<file path="src/rtl/spi_pkg.sv">
`default_nettype none
// ============================================================================
// Module   : spi_pkg
// Brief    : Shared SPI definitions: FSM state encoding, SPI mode constants
//            and the default frame width. Used by master, slave and benches.
// Revision : 1.0 - initial release
// ============================================================================
package spi_pkg;

   // Frame width used when an instance does not override it
   localparam int DATA_W_DEFAULT = 8;

   // SPI mode 1: sclk idles low, data is launched on the rising edge and
   // captured on the falling edge
   localparam logic CPOL = 1'b0;
   localparam logic CPHA = 1'b1;

   typedef enum logic [2:0] {
      ST_IDLE  = 3'd0,
      ST_SETUP = 3'd1,
      ST_HIGH  = 3'd2,
      ST_LOW   = 3'd3,
      ST_HOLD  = 3'd4,
      ST_GAP   = 3'd5
   } spi_state_t;

endpackage
`default_nettype wire

</file>
<file path="src/rtl/spi_sclk_gen.sv">
`default_nettype none
// ============================================================================
// Module   : spi_sclk_gen
// Brief    : Half-period counter for the SPI master. Counts 0..CLK_DIV-1
//            while enabled, flags the last cycle of each half-period, and
//            owns the registered sclk level plus rise/fall strobes.
// Revision : 1.0 - initial release
// ============================================================================
module spi_sclk_gen
   import spi_pkg::*;
#(
   parameter int CLK_DIV = 5     // half-period in clk cycles, 2 or more
) (
   input  logic clk,
   input  logic reset_n,
   input  logic en,              // counter runs in every non-idle state
   input  logic toggle_en,       // sclk may toggle at the end of this half-period
   output logic sclk,
   output logic half_end,        // last cycle of the current half-period
   output logic rise_stb,        // sclk rises on the coming edge
   output logic fall_stb         // sclk falls on the coming edge
);

   localparam int               CNT_W    = $clog2(CLK_DIV);
   localparam logic [CNT_W-1:0] CNT_LAST = CNT_W'(CLK_DIV - 1);

   logic [CNT_W-1:0] cnt;

   assign half_end = en && (cnt == CNT_LAST);
   assign rise_stb = half_end && toggle_en && (sclk == CPOL);
   assign fall_stb = half_end && toggle_en && (sclk != CPOL);

   // Half-period counter: held at zero while idle, wraps at CLK_DIV-1
   always_ff @(posedge clk or negedge reset_n) begin
      if (!reset_n) begin
         cnt <= '0;
      end else if (!en || half_end) begin
         cnt <= '0;
      end else begin
         cnt <= cnt + 1'b1;
      end
   end

   // sclk level: returns to idle polarity whenever the counter is disabled
   always_ff @(posedge clk or negedge reset_n) begin
      if (!reset_n) begin
         sclk <= CPOL;
      end else if (!en) begin
         sclk <= CPOL;
      end else if (rise_stb || fall_stb) begin
         sclk <= ~sclk;
      end
   end

endmodule
`default_nettype wire

</file>
<file path="src/rtl/spi_master.sv">
`default_nettype none
// ============================================================================
// Module   : spi_master
// Brief    : Mode-1 SPI master, one DATA_W-bit full-duplex frame per start
//            request. Every state other than IDLE lasts one sclk half-period;
//            the trailing GAP keeps cs high for a half-period between frames.
//            A start presented in the last GAP cycle is accepted directly,
//            so back-to-back frames repeat every (2*DATA_W+2)*CLK_DIV cycles.
// Revision : 1.0 - initial release
// ============================================================================
module spi_master
   import spi_pkg::*;
#(
   parameter int DATA_W  = DATA_W_DEFAULT,
   parameter int CLK_DIV = 5
) (
   input  logic              clk,
   input  logic              reset_n,
   input  logic              start,
   input  logic [DATA_W-1:0] tx_data,
   output logic              busy,
   output logic              done,
   output logic [DATA_W-1:0] rx_data,
   output logic              sclk,
   output logic              cs,
   output logic              mosi,
   input  logic              miso
);

   localparam int               BIT_W    = $clog2(DATA_W + 1);
   localparam logic [BIT_W-1:0] LAST_BIT = BIT_W'(DATA_W - 1);

   spi_state_t        state, state_nx;
   logic [DATA_W-1:0] tx_sr, tx_sr_nx;
   logic [DATA_W-1:0] rx_sr, rx_sr_nx;
   logic [DATA_W-1:0] rx_data_nx;
   logic [BIT_W-1:0]  bit_cnt, bit_cnt_nx;
   logic              cs_nx, mosi_nx, busy_nx, done_nx;
   logic              accept;
   logic              gen_en, toggle_en;
   logic              half_end, rise_stb, fall_stb;

   assign gen_en    = (state != ST_IDLE);
   assign toggle_en = (state == ST_SETUP) || (state == ST_HIGH) || (state == ST_LOW);

   spi_sclk_gen #(
      .CLK_DIV (CLK_DIV)
   ) u_sclk_gen (
      .clk       (clk),
      .reset_n   (reset_n),
      .en        (gen_en),
      .toggle_en (toggle_en),
      .sclk      (sclk),
      .half_end  (half_end),
      .rise_stb  (rise_stb),
      .fall_stb  (fall_stb)
   );

   // State register
   always_ff @(posedge clk or negedge reset_n) begin
      if (!reset_n) begin
         state <= ST_IDLE;
      end else begin
         state <= state_nx;
      end
   end

   // Next-state and next-value logic for the frame sequencer
   always_comb begin
      state_nx   = state;
      tx_sr_nx   = tx_sr;
      rx_sr_nx   = rx_sr;
      bit_cnt_nx = bit_cnt;
      cs_nx      = cs;
      mosi_nx    = mosi;
      busy_nx    = busy;
      done_nx    = 1'b0;
      rx_data_nx = rx_data;
      accept     = 1'b0;

      case (state)
         ST_IDLE: begin
            accept = start;
         end
         ST_SETUP, ST_LOW: begin
            // rising sclk launches the next bit, MSB first
            if (rise_stb) begin
               mosi_nx  = tx_sr[DATA_W-1];
               tx_sr_nx = {tx_sr[DATA_W-2:0], 1'b0};
               state_nx = ST_HIGH;
            end
         end
         ST_HIGH: begin
            // falling sclk captures miso; the slave launched it a half-period ago
            if (fall_stb) begin
               rx_sr_nx   = {rx_sr[DATA_W-2:0], miso};
               bit_cnt_nx = bit_cnt + 1'b1;
               state_nx   = (bit_cnt == LAST_BIT) ? ST_HOLD : ST_LOW;
            end
         end
         ST_HOLD: begin
            if (half_end) begin
               cs_nx      = 1'b1;
               mosi_nx    = 1'b0;
               rx_data_nx = rx_sr;
               done_nx    = 1'b1;
               state_nx   = ST_GAP;
            end
         end
         ST_GAP: begin
            if (half_end) begin
               busy_nx  = 1'b0;
               state_nx = ST_IDLE;
               accept   = start;
            end
         end
         default: begin
            state_nx = ST_IDLE;
         end
      endcase

      // A new frame overrides whatever the idle/gap branch decided
      if (accept) begin
         tx_sr_nx   = tx_data;
         rx_sr_nx   = '0;
         bit_cnt_nx = '0;
         cs_nx      = 1'b0;
         busy_nx    = 1'b1;
         state_nx   = ST_SETUP;
      end
   end

   // Shift registers, bit counter and registered outputs
   always_ff @(posedge clk or negedge reset_n) begin
      if (!reset_n) begin
         tx_sr   <= '0;
         rx_sr   <= '0;
         bit_cnt <= '0;
         cs      <= 1'b1;
         mosi    <= 1'b0;
         busy    <= 1'b0;
         done    <= 1'b0;
         rx_data <= '0;
      end else begin
         tx_sr   <= tx_sr_nx;
         rx_sr   <= rx_sr_nx;
         bit_cnt <= bit_cnt_nx;
         cs      <= cs_nx;
         mosi    <= mosi_nx;
         busy    <= busy_nx;
         done    <= done_nx;
         rx_data <= rx_data_nx;
      end
   end

endmodule
`default_nettype wire

</file>
<file path="config.mk">
export PLATFORM = sky130hd
export DESIGN_NAME = spi_master
export DESIGN_NICKNAME = d
export VERILOG_FILES = /design/src/rtl/spi_pkg.sv /design/src/rtl/spi_sclk_gen.sv /design/src/rtl/spi_master.sv
export SDC_FILE = /design/constraint.sdc
export NUM_CORES = 1
export LEC_CHECK = 0
export ABC_AREA = 1
export CAP_MARGIN = 20
export CORE_ASPECT_RATIO = 0.8
export CORE_UTILIZATION = 40
export CTS_CLUSTER_DIAMETER = 150
export CTS_CLUSTER_SIZE = 25
export DETAILED_ROUTE_END_ITERATION = 16
export GPL_TIMING_DRIVEN = 0
export HOLD_SLACK_MARGIN = 0.08
export PLACE_DENSITY = 0.67
export SLEW_MARGIN = 20
export SYNTH_ARGS = -nofsm -noshare
export SYNTH_HDL_FRONTEND = slang
export SYNTH_HIERARCHICAL = 1
export SYNTH_SLANG_ARGS = --single-unit
export TNS_END_PERCENT = 30
</file>
<file path="constraint.sdc">
create_clock -name clk -period 1.5 [get_ports clk]
set_input_delay 0.45 -clock clk [delete_from_list [all_inputs] [get_ports clk]]
set_output_delay 0.45 -clock clk [all_outputs]
set_load 0.05 [all_outputs]
</file>
==> results.py, run 1 <==
metrics = {
    "worst_hold_path": {
        "hold_class": "flip-flop to flip-flop",
    },
    "logic_synthesis": {
        "synth_top_area_frac": 0.507,
        "syn_area_um2": 1870,
        "synthMostInstantiatedCell": "nand2_1",
        "synth_warnings": 6,
        "syn_area_per_cell_um2": 8.88,
        "synth-seq-cells": 39,
        "synthFlopType": "dfrtp_1",
        "ys_top_cells_by_area": "dfrtp_1 (51%), nand2_1 (15%), nand3_1 (4.5%), nand3_2 (2.7%), nand4_1 (2.7%)",
        "synth_nets": 226,
        "synth_cell_types": 26,
        "seq_area_frac_synth": 0.521,
        "synth_cells": 211,
        "synth_top_cell_by_area": "dfrtp_1",
        "async_flop_share": 1.00,
        "synth.top_cells.by_count": "nand2_1 (74), dfrtp_1 (38), nand3_1 (17)",
        "synth_edf_count": 0,
    },
    "worst_setup_path": {
        "path_buf_inv": 5,
        "critPathMaxStageDelay_ns": 0.39,
        "cp.required_ns": 1.68,
        "crit_path_frequent_cell": "buf_6",
        "slowest_stage": "dfrtp_1",
        "crit_path_end_kind": "flip-flop",
        "crit_family": "simple AND/OR/NAND/NOR gates",
        "critPathArrivalTime_ns": 1.81,
        "path_max_fanout": 5,
        "path_cells": "inv_1 > ha_2 > nand2_2 > nor2_4 > buf_6 > buf_6 > nand4_4 > nand2_4 > buf_8 > inv_6 > nand3_2 > nand2_1",
        "startpoint_type": "flip-flop",
        "crit_type": "flip-flop to flip-flop",
    },
    "grt": {
        "grt_overflow": 0,
        "grt_pass1_wl_um": 6590,
        "grt_pass1_vias": 1426,
        "antenna_found_initial": 0,
        "use_met2": 0.255,
        "grt_max_degree": 32,
        "grt.total_usage": 0.173,
        "grt_util_met1": 0.243,
        "use_met3": 0.0551,
        "busiest_layer": "met2",
    },
    "detailed_routing": {
        "drt-initial-drc-count": 82,
        "wire_per_inst_um": 12.5,
        "drtAntennaViolNets": 0,
        "vias": 1571,
        "firstDrtPassIters": 4,
        "vias_per_cell": 4.94,
        "wirelength_um": 3980,
        "drc": 0,
    },
    "sta": {
        "hold_viol": 0,
        "period_needed_ns": 1.63,
        "slew_violations": 0,
        "max_slew_margin": 0.815,
        "finalClockSkew_ns": 0.00537,
        "hold_slack_ns": 0.482,
        "timing.final.ws_setup_ns": -0.131,
        "tightest_slew_ns": 0.279,
        "rsz0062_at_grt": "yes",
        "clock.fmax_mhz": 613,
        "finalSetupViolCount": 34,
        "tns_ns": -1.98,
        "fin_crit_sh": 1.09,
    },
    "clock_network": {
        "cts-htree-levels": 2,
        "clk_latency_ns": 0.29,
        "cts_num_sinks": 39,
        "cts.clk_slew.worst_paths_ns": 0.08,
        "cts_root_buf": "clkbuf_8",
        "clock_path_buffers": 2,
        "cts_buffers": 5,
        "cts_tree": "done",
    },
    "floorplanning": {
        "die_x_um": 78.5,
        "fp.dieH_um": 63.2,
        "num_rows": 21,
        "fp.coreArea_um2": 4340,
        "die-area_um2": 4970,
        "start_util": 0.432,
        "io_pins": 25,
    },
    "outcome": {
        "status": "finished, violations left",
        "violations": "negative setup slack",
    },
    "finish": {
        "diodes": 0,
        "fill_cells": 373,
        "drive_above_1_share": 0.349,
        "final_cells": 318,
        "syn_to_final_growth_pct": 36.8,
        "layout.nets": 275,
    },
    "placed_design": {
        "io_buffers": 24,
        "post-place-ws_ns": -0.279,
        "gp_congestion": 0.831,
        "place_inst": 293,
        "post-dp-hpwl_um": 2530,
    },
    "power": {
        "peakVddDrop_v": 0.000557,
        "power.density_nw_per_um2": 779,
        "p_leak_nw": 1.27,
    },
    "job": {
        "cap_violations": 0,
    },
}
flip-flops by register name, indices dropped and copies added (netlist names):
signal           cells
rx_data              8
rx_sr                8
tx_sr                8
bit_cnt              4
state                3
u_sclk_gen/cnt       3
busy                 1
cs                   1
done                 1
mosi                 1
u_sclk_gen/sclk      1
power breakdown:
| group | switching (W) | internal [W] |
|---|---|---|
| Clock | 0.000375 | 0.000495 |
| Sequential | 0.00000430 | 0.00106 |
| Combinational | 0.0000315 | 0.0000361 |
| Total | 0.000411 | 0.00159 |
final cells by class:
cell class	count	area, µm²	area share
Multi-Input combinational cell	150	866	0.338
Timing Repair Buffer	41	392	0.153
Clock buffer	5	68.8	0.0268
Inverter	19	93.8	0.0366
Tap cell	57	71.3	0.0278
Buffer	4	48.8	0.0190
Clock inverter	3	43.8	0.0171
Sequential cell	39	981	0.382
metal layers:
metal / routed length [µm] / up-vias
li1: - / 789
met1: 1960 / 752
met2: 1820 / 26
met3: 163 / 4
met4: 27 / 0
met5: 0 / -
layout by cell type, fill, tap and decap left out, types with 5 or more instances in the layout:
cell,n
nor2_2,5
clkdlybuf4s15_2,7
inv_1,9
nand3_1,16
nor2_4,5
nand4_1,8
buf_4,11
a21oi_2,6
nand2_2,6
nor2_1,7
clkdlybuf4s50_1,10
buf_6,7
clkbuf_8,5
dfrtp_1,35
buf_2,6
nand2_1,70
repair_timing:
action,in CTS,in global routing
endpoints found under the hold margin,8,0
endpoints found under the setup margin,47,41
resized for setup,49,29
setup buffers,7,6
pin swaps,5,15
hold buffers,1,0
gates cloned,1,2
cells by family (layout without fill, tap and decap cells):
logic type,after synthesis,count (layout),share of synthesized area
buf+inv,23,72,0.0627
simple gates,129,130,0.336
xor+xnor,1,1,0.00467
flops,39,39,0.521
fa+ha+maj,3,3,0.0200
compound gates,16,16,0.0554
worst register-to-register path, cell delays in order (launching register included):
cell and delay, ns:
dfrtp_1 0.39, inv_1 0.06, ha_2 0.18, nand2_2 0.07
nor2_4 0.14, buf_6 0.12, buf_6 0.09, nand4_4 0.08
nand2_4 0.12, buf_8 0.13, inv_6 0.04, nand3_2 0.05
nand2_1 0.06
path summary, 6_finish.rpt:
path	start	end	slack (ns)	cells after the start
setup / recovery	u_sclk_gen/cnt[0]	tx_sr[0]	-0.13	12
hold / removal	rx_data[2]	rx_data[2]	0.48	2
setup reg to reg	u_sclk_gen/cnt[0]	tx_sr[0]	-0.13	12
hold reg to reg	rx_data[2]	rx_data[2]	0.48	2
max in group asynchronous	reset_n	cs	0.43	3
min in group asynchronous	reset_n	tx_sr[7]	0.56	2
stage by stage:
stage	cell area (µm²)	total power (W)	util
final	2560	0.00200	0.592
after global routing	2560	0.00209	0.592
after CTS	2460	0.00203	0.567
after detailed placement	2230	0.00115	0.515
after global placement	2220	0.00114	0.511
after floorplan	1910	0.00109	-
(Power assumes the default switching activity.)
==> inputs of run 2 (changes only) <==
--- a/config.mk
+++ b/config.mk
@@ -13,8 +13,8 @@
 export CTS_CLUSTER_SIZE = 25
 export DETAILED_ROUTE_END_ITERATION = 16
 export GPL_TIMING_DRIVEN = 0
-export HOLD_SLACK_MARGIN = 0.08
 export PLACE_DENSITY = 0.67
+export REMOVE_ABC_BUFFERS = 1
 export SLEW_MARGIN = 20
 export SYNTH_ARGS = -nofsm -noshare
 export SYNTH_HDL_FRONTEND = slang
==> run 2 against run 1 <==
  * The flow still finishes with violations (negative setup slack)
  * First-iteration DRC count is 30% higher
  * Fmax is 3.2% lower
  * Cell count unchanged
  * Utilization is 2.1 points higher
  * Clock power rose by 21%
  * Combinational power rose by 1%
  * Sequential cell count unchanged
  * Worst setup slack lost 0.053 ns
  * Routed wire length up 14%
  * Global-route usage increased by 3.5 points
==> results.py, run 2 (synthesized netlist as in run 1, its figures left out) <==
metrics = {
    "sta": {
        "hold_slack_ns": 0.00741,
        "hold_viol": 0,
        "finalClockSkew_ns": 0.00517,
        "clock.fmax_mhz": 594,
        "period_needed_ns": 1.68,
        "tightest_slew_ns": 0.283,
        "finalSetupViolCount": 26,
        "rsz0062_at_grt": "yes",
        "slew_violations": 0,
        "timing.final.ws_setup_ns": -0.184,
        "max_slew_margin": 0.811,
        "fin_crit_sh": 1.12,
        "tns_ns": -3.20,
    },
    "power": {
        "p_total_w": 0.00218,
        "p_seq_frac": 0.487,
        "p_leak_nw": 1.32,
        "netSwitchingFraction": 0.196,
        "power.internal_w": 0.00175,
        "power.density_nw_per_um2": 821,
        "peakVddDrop_v": 0.000652,
        "p_sw_w": 0.000426,
        "pwr-share-clk": 0.482,
        "p_comb_frac": 0.031,
    },
    "grt": {
        "grt.total_usage": 0.208,
        "grt_util_met1": 0.261,
        "grt_overflow": 0,
        "use_met2": 0.333,
        "use_met3": 0.0522,
        "grt_pass1_wl_um": 7870,
        "antenna_found_initial": 0,
        "grt_pass1_vias": 1721,
        "grt_max_degree": 32,
        "busiest_layer": "met2",
    },
    "detailed_routing": {
        "wirelength_um": 4540,
        "wire_per_inst_um": 14.3,
        "drc": 0,
        "firstDrtPassIters": 4,
        "drt-initial-drc-count": 107,
        "vias_per_cell": 5.14,
        "drtAntennaViolNets": 0,
        "vias": 1635,
    },
    "job": {
        "cap_violations": 0,
    },
    "floorplanning": {
        "fp.coreArea_um2": 4340,
        "start_util": 0.432,
        "die-area_um2": 4970,
        "fp.dieH_um": 63.2,
        "die_x_um": 78.5,
        "io_pins": 25,
        "num_rows": 21,
    },
    "worst_setup_path": {
        "critPathMaxStageDelay_ns": 0.44,
        "r2r_cells": 10,
        "crit_path_end_kind": "flip-flop",
        "path_cells": "buf_6 > nor2_4 > nand4_1 > nor2_2 > inv_2 > nor2_4 > buf_6 > nand3_1 > nand2_2 > nor2_2",
        "slowest_stage": "dfrtp_2",
        "cp.required_ns": 1.69,
        "startpoint_type": "flip-flop",
        "crit_type": "flip-flop to flip-flop",
        "critPathArrivalTime_ns": 1.88,
        "path_max_fanout": 4,
    },
    "clock_network": {
        "cts_root_buf": "clkbuf_8",
        "cts-htree-levels": 2,
        "cts_tree": "done",
        "cts_buffers": 5,
        "cts.clk_slew.worst_paths_ns": 0.08,
        "clk_latency_ns": 0.29,
        "clock_path_buffers": 2,
        "cts_num_sinks": 39,
    },
    "outcome": {
        "status": "finished, violations left",
        "violations": "negative setup slack",
    },
    "placed_design": {
        "post-dp-hpwl_um": 2410,
        "io_buffers": 24,
        "gp_congestion": 0.784,
    },
    "finish": {
        "layout.nets": 275,
        "drive_above_1_share": 0.452,
        "post-route-util": 0.613,
        "final_cell_mix": "nand2_1 (57), dfrtp_1 (35), nand2_2 (19)",
        "diodes": 0,
        "largest_registers": "rx_data x8, rx_sr x8, tx_sr x8",
        "layout_commonest_cell": "nand2_1",
        "syn_to_final_growth_pct": 41.7,
        "fill_cells": 347,
    },
    "worst_hold_path": {
        "hold_class": "primary input to asynchronous set/reset pin",
    },
}
-- run 2: cell count changes in the layout (fill, tap and decap cells not counted), sizes merged --
| cell | previous run | this run |
|---|---|---|
| nand4 | 9 | 10 |
| nand2 | 79 | 81 |
| nand3 | 23 | 22 |
| bufinv | 1 | 2 |
| dlygate4sd3 | 1 | 0 |
| buf | 26 | 27 |
| clkinv | 2 | 0 |
| clkinvlp | 0 | 1 |
| clkdlybuf4s15 | 7 | 5 |
-- run 2: what timing repair did --
item	in CTS	in global routing
cloned	3	0
buffers inserted	19	2
pin swaps	23	11
hold buffers	0	0
setup endpoints to repair	48	44
gates resized for setup	86	35
-- run 2: layer usage --
layer  vias up  share of wire
met5         -              0
met3         9          0.049
met1       794           0.44
met2        44           0.49
met4         0          0.015
li1        788              -
-- run 2: per-stage QoR --
step / cells / cell area [µm²] / worst slack, ns
after CTS: 319 / 2630 / -0.149
after floorplan: 207 / 1830 / -0.234
after global placement: 288 / 2140 / -1.01
after detailed placement: 289 / 2160 / -0.593
after global routing: 318 / 2660 / -0.289
final: 318 / 2660 / -0.184
-- run 2: power groups by stage --
stage	clock network (W)	registers, W	logic, W
after floorplan	0	0.00108	0.00000853
after global routing	0.00110	0.00106	0.0000761
after CTS	0.00106	0.00106	0.0000686
final	0.00105	0.00106	0.0000684
after global placement	0	0.00108	0.0000609
after detailed placement	0	0.00108	0.0000664
-- run 2: worst paths after layout --
| kind | start | endpoint | slack [ns] |
|---|---|---|---|
| worst max-delay path | state[2] | bit_cnt[2] | -0.18 |
| worst min-delay path | reset_n | u_sclk_gen/sclk | 0.007 |
| worst max register to register | state[2] | bit_cnt[2] | -0.18 |
| worst min register to register | rx_data[5] | rx_data[5] | 0.48 |
| max in group asynchronous | reset_n | cs | 0.99 |
| min in group clk | rx_data[5] | rx_data[5] | 0.48 |
-- run 2: area by class of cell --
class	count	area, µm²	area share
Clock buffer	5	68.8	0.0259
Timing Repair Buffer	43	382	0.144
Inverter	19	88.8	0.0334
Tap cell	57	71.3	0.0268
Sequential cell	39	981	0.369
Clock inverter	3	67.6	0.0254
Multi-Input combinational cell	152	997	0.375
-- run 2: worst max-delay path, delay by kind of cell (launching register included) --
kind,cells,cell delay (ns)
buffers and inverters,3,0.33
and+or+nand+nor,7,0.81
DFF,1,0.44
==> inputs of run 3 (changes only) <==
--- a/config.mk
+++ b/config.mk
@@ -6,6 +6,7 @@
 export NUM_CORES = 1
 export LEC_CHECK = 0
 export ABC_AREA = 1
+export ABC_CLOCK_PERIOD_IN_PS = 1500
 export CAP_MARGIN = 20
 export CORE_ASPECT_RATIO = 0.8
 export CORE_UTILIZATION = 40
==> results of run 3 <==
No change in the layout: final DEF, timing and power equal those of run 2.
